**src/rtl/booth_mult_seq.sv**
```systemverilog
// Sequential radix-2 Booth multiplier: N CALC cycles, one DONE cycle, then a done pulse
// carrying the signed 2N-bit product.
module booth_mult_seq #(
   parameter int N = 8
) (
   input  logic           clk,
   input  logic           rst,
   input  logic           start,
   input  logic [N-1:0]   A,
   input  logic [N-1:0]   B,
   output logic           busy,
   output logic           done,
   output logic [2*N-1:0] P
);

   localparam int CW = $clog2(N + 1);

   typedef enum logic [1:0] {IDLE, CALC, DONE} state_t;

   state_t           state_reg, state_next;
   logic [N:0]       m_reg;
   logic [N:0]       acc_reg;
   logic [N-1:0]     q_reg;
   logic             q1_reg;
   logic [CW-1:0]    count_reg;
   logic [2*N-1:0]   p_reg;
   logic             done_reg;

   logic             load, step, finish;
   logic             sub, add_en;
   logic [N:0]       m_op;
   logic [N:0]       sum;

   always_ff @(posedge clk) begin
      if (rst) begin
         state_reg <= IDLE;
      end else begin
         state_reg <= state_next;
      end
   end

   // count_reg == 1 in CALC means this cycle performs the final step.
   always_comb begin
      state_next = state_reg;
      load       = 1'b0;
      step       = 1'b0;
      finish     = 1'b0;
      case (state_reg)
         IDLE: begin
            if (start) begin
               load       = 1'b1;
               state_next = CALC;
            end
         end
         CALC: begin
            step = 1'b1;
            if (count_reg == CW'(1)) begin
               state_next = DONE;
            end
         end
         DONE: begin
            finish     = 1'b1;
            state_next = IDLE;
         end
         default: state_next = IDLE;
      endcase
      busy = (state_reg != IDLE) | done_reg;
   end

   // Booth pair {Q[0],Q_1}: 10 subtracts M, 01 adds M, 00/11 leave ACC alone.
   assign sub    = q_reg[0] & ~q1_reg;
   assign add_en = q_reg[0] ^ q1_reg;

   for (genvar gi = 0; gi <= N; gi++) begin : g_mop
      assign m_op[gi] = m_reg[gi] ^ sub;
   end

   always_comb begin
      sum = acc_reg;
      if (add_en) begin
         sum = acc_reg + m_op + {{N{1'b0}}, sub};
      end
   end

   always_ff @(posedge clk) begin
      if (rst) begin
         m_reg     <= '0;
         acc_reg   <= '0;
         q_reg     <= '0;
         q1_reg    <= 1'b0;
         count_reg <= '0;
         p_reg     <= '0;
         done_reg  <= 1'b0;
      end else begin
         done_reg <= 1'b0;
         if (load) begin
            m_reg     <= {A[N-1], A};
            acc_reg   <= '0;
            q_reg     <= B;
            q1_reg    <= 1'b0;
            count_reg <= CW'(N);
         end else if (step) begin
            acc_reg   <= {sum[N], sum[N:1]};
            q_reg     <= {sum[0], q_reg[N-1:1]};
            q1_reg    <= q_reg[0];
            count_reg <= count_reg - CW'(1);
         end else if (finish) begin
            p_reg    <= {acc_reg[N-1:0], q_reg};
            done_reg <= 1'b1;
         end
      end
   end

   assign done = done_reg;
   assign P    = p_reg;

endmodule
```
**config.mk**
```make
export PLATFORM = sky130hd
export DESIGN_NAME = booth_mult_seq
export DESIGN_NICKNAME = d
export VERILOG_FILES = /design/src/rtl/booth_mult_seq.sv
export SDC_FILE = /design/constraint.sdc
export NUM_CORES = 1
export LEC_CHECK = 0
export ABC_CLOCK_PERIOD_IN_PS = 2300
export CAP_MARGIN = 20
export CORE_MARGIN = 1
export CORE_UTILIZATION = 40
export CTS_BUF_LIST = sky130_fd_sc_hd__clkbuf_8
export CTS_CLUSTER_DIAMETER = 80
export CTS_CLUSTER_SIZE = 30
export DETAILED_ROUTE_END_ITERATION = 10
export DONT_BUFFER_PORTS = 1
export PLACE_DENSITY = 0.6
export SETUP_SLACK_MARGIN = 0.15
export SYNTH_ARGS = -nofsm -noshare
export SYNTH_HDL_FRONTEND = slang
export SYNTH_SLANG_ARGS = --single-unit
```
**constraint.sdc**
```tcl
create_clock -name clk -period 2.3 [get_ports clk]
set_input_delay 0.575 -clock clk [delete_from_list [all_inputs] [get_ports clk]]
set_output_delay 0.575 -clock clk [all_outputs]
set_load 0.01 [all_outputs]
```
==> summary.log <==
qor: sta.timing.final.setup_violations 0
qor: die.die_area 5990 um2
qor: critical_path.worst_path_max_delay_cell dfxtp_2
qor: drt.wl 5130 um
qor: final_layout.layout-area-overhead-vs-synth 12.7%
qor: grt.global_route.usage.met1 24.7%
qor: synthesis.synth_edf_count 0
qor: pwr.power_density 754 nW/um2
qor: synthesis.netlist_top_cells_area dfxtp_1 42%, nand2_1 11%, a21oi_1 8.6%, ha_1 6.1%, xor2_1 3.5%
qor: sta.achievable-frequency 470 MHz
qor: die.core_area 5510 um2
qor: drt.drt-initial-drc-count 109
qor: placed_design.globalplace.congestion 0.849
qor: critical_path.criticalPathCategory flop to flop
qor: synthesis.yosys_most_used_dff dfxtp_1
qor: final_layout.layout.filler_cells 548
qor: synthesis.number_of_distinct_library_cell_variants_in_the_gate_level_netlist_after_synthesis 40
qor: die.start_util 41.3%
qor: synthesis.asyncSetResetFlopFracSynth 0%
qor: placed_design.numPortBuffers 0
qor: clock_tree.htree_num_levels 2
qor: critical_path.crit_required 2.52 ns
qor: synthesis.synth.yosys.seq_area_share 42.2%
qor: clock_tree.clk_path_buf_depth 2
qor: synthesis.synth_register_bits 48
qor: grt.grt.met3_usage 4.12%
qor: placed_design.dp_hpwl 3610 um
qor: drt.viasPerCell 5.34
qor: grt.antenna_found_initial 0
qor: hold_path.worst_hold_path_cell_count 1
qor: critical_path.cp.arrival 2.35 ns
qor: drt.detailroute.via_count 1879
qor: grt.gr-usage-met2 28.0%
qor: grt.grt_pass1_vias 1781
qor: final_layout.n_antenna_cell 0
qor: grt.grt_overflow_total 0
qor: job.max_cap_violations 0
qor: critical_path.startpoint_type flop
qor: sta.worst_hold_slack 0.324 ns
qor: sta.setup_tns 0 ns
qor: sta.tightest_slew 0.695 ns
qor: die.fp.dieW 77.4 um
qor: sta.final-hold-violation-count 0
qor: clock_tree.clkTransAtPathRegs 0.09 ns
qor: synthesis.synth_fp_nets 308
qor: critical_path.crit_path_max_fanout 4
qor: sta.grt_setup_unrepaired true
qor: pwr.power.static_leakage 0.963 nW
qor: clock_tree.ctsHoldBuffers 0
qor: critical_path.critical_path.max_stage_delay 0.34 ns
qor: clock_tree.number_of_sinks_on_the_clock_net 48
qor: outcome.outcome finished, final reports clean
qor: grt.grtUsageTotal 18.2%
qor: grt.wire_length_of_the_first_global_routing_pass 8580 um
qor: clock_tree.clock_insertion_delay_worst_skew 0.31 ns
qor: synthesis.mappedNetlistArea 2270 um2
qor: sta.finalCritPeriodShare 92.6%
qor: sta.layout_setup_ws 0.171 ns
qor: drt.avgRoutedWirePerCell 14.6 um
qor: drt.drt.antenna.violating_nets 0
qor: sta.fin_crit 2.13 ns
qor: synthesis.ys_warn_count 0
qor: sta.relSlewSlack 53.6%
qor: hold_path.timing.hold.worst.class input pin to flop
qor: synthesis.synth_cells 277
qor: final_layout.net_count_reported_at_finish 310
qor: clock_tree.cell_at_the_root_of_the_clock_tree clkbuf_8
qor: die.num_rows 27
qor: die.io_pins 37
qor: final_layout.layout_common_cells 68 x nand2_1, 46 x dfxtp_1, 39 x a21oi_1
qor: final_layout.most_common_cell_after_layout_fill_and_taps_aside nand2_1
qor: sta.timing.final.max_slew_violations 0
qor: synthesis.yosys.area.top_type_share 42.2%
qor: grt.grt_max_degree 39
qor: critical_path.critical_path.endpoint_type flop
qor: sta.finClkSkew 0.00587 ns
qor: die.die_height 77.4 um
qor: grt.grt-busiest-layer met2
qor: synthesis.synth.avg_cell_area 8.21 um2
qor: final_layout.largest_register_ffs 16
qor: drt.first_pass_iters 4
qor: synthesis.yosysTopAreaCell dfxtp_1
qor: critical_path.worstPathCellList buf_4, ha_1, mux2i_4, fa_2, nor2b_4, or3_1, a221oi_2, a21oi_1, a211oi_1
qor: drt.post-route-drc-count 0
qor: clock_tree.cts_buffer_count 5
qor: critical_path.reg2reg_depth 9
qor: placed_design.post-place-ws -0.0279 ns
qor: clock_tree.cts_tree yes
qor: final_layout.final_layout_size_suffix_gt1_share 12.1%
qor: pwr.worst_ir_drop_vdd 321 uV
final cells by class:
type / instances / area [um2] / share of cell area, %
flip-flops and latches: 48 / 963 / 37.6
well taps: 72 / 90.1 / 3.51
repair buffers: 12 / 90.1 / 3.51
clock buffers: 5 / 68.8 / 2.68
multi-input cells: 207 / 1260 / 49.3
clock inverters: 3 / 68.8 / 2.68
inverters: 5 / 18.8 / 0.732
final timing paths:
kind | startpoint | to | slack, ns
worst max-delay path | q_reg[0] | acc_reg[3] | 0.17
worst min-delay path | rst | q_reg[5] | 0.32
worst max register to register | q_reg[0] | acc_reg[3] | 0.17
worst min register to register | m_reg[6] | m_reg[6] | 0.46
cell usage after synthesis, types with 4 or more instances:
cell type,n
xor2_1,9
inv_1,5
nor2b_1,4
a211oi_1,5
dfxtp_1,48
nand2_1,68
a21oi_1,39
nand2b_1,4
clkbuf_1,9
o21ai_0,5
buf_2,7
ha_1,11
nor2_1,16
xnor2_1,4
a22oi_1,7
what timing repair did:
item | 4_1_cts | 5_1_grt
pin swaps | 3 | 4
gates resized for setup | 5 | 3
endpoints found under the setup margin | 5 | 4
buffers inserted | 2 | 2
worst max-delay path: cells and delay by family, from the launching register on:
family	cells	cell delay [ns]
multiplexers	1	0.18
flip-flops	1	0.34
AO/OA/AOI/OAI	3	0.49
adder cells (fa/ha/maj)	2	0.49
AND/OR/NAND/NOR	2	0.37
buffers and inverters	1	0.15
through the flow:
stage / power (mW) / cell area (um2) / utilization (%) / std cells
4_1_cts: 1.94 / 2540 / 46.1 / 350
3_5_place_dp: 1.19 / 2360 / 42.9 / 340
6_report: 1.93 / 2560 / 46.6 / 352
3_3_place_gp: 1.19 / 2360 / 42.9 / 340
2_1_floorplan: 1.13 / 2290 / - / 277
5_1_grt: 2.02 / 2560 / 46.6 / 352
cells by family after synthesis:
group	Yosys count	synth area share, %
simple gates	106	20.6
mux	2	1.04
compound gates	74	20.1
flops	48	42.2
buf+inv	22	4.02
xor+xnor	13	5.01
fa+ha+maj	12	6.93
per-layer routing:
| metal | wire length, um | vias up | share of wire [%] |
|---|---|---|---|
| li1 | - | 953 | - |
| met1 | 2460 | 879 | 48 |
| met2 | 2350 | 36 | 46 |
| met3 | 189 | 11 | 3.7 |
| met4 | 117 | 0 | 2.3 |
| met5 | 0 | - | 0 |
report_power, final:
group          internal [mW]  switching (mW)
clock network          0.438           0.301
logic                  0.132           0.162
registers              0.867          0.0338
Power figures use the tool's default switching activity.
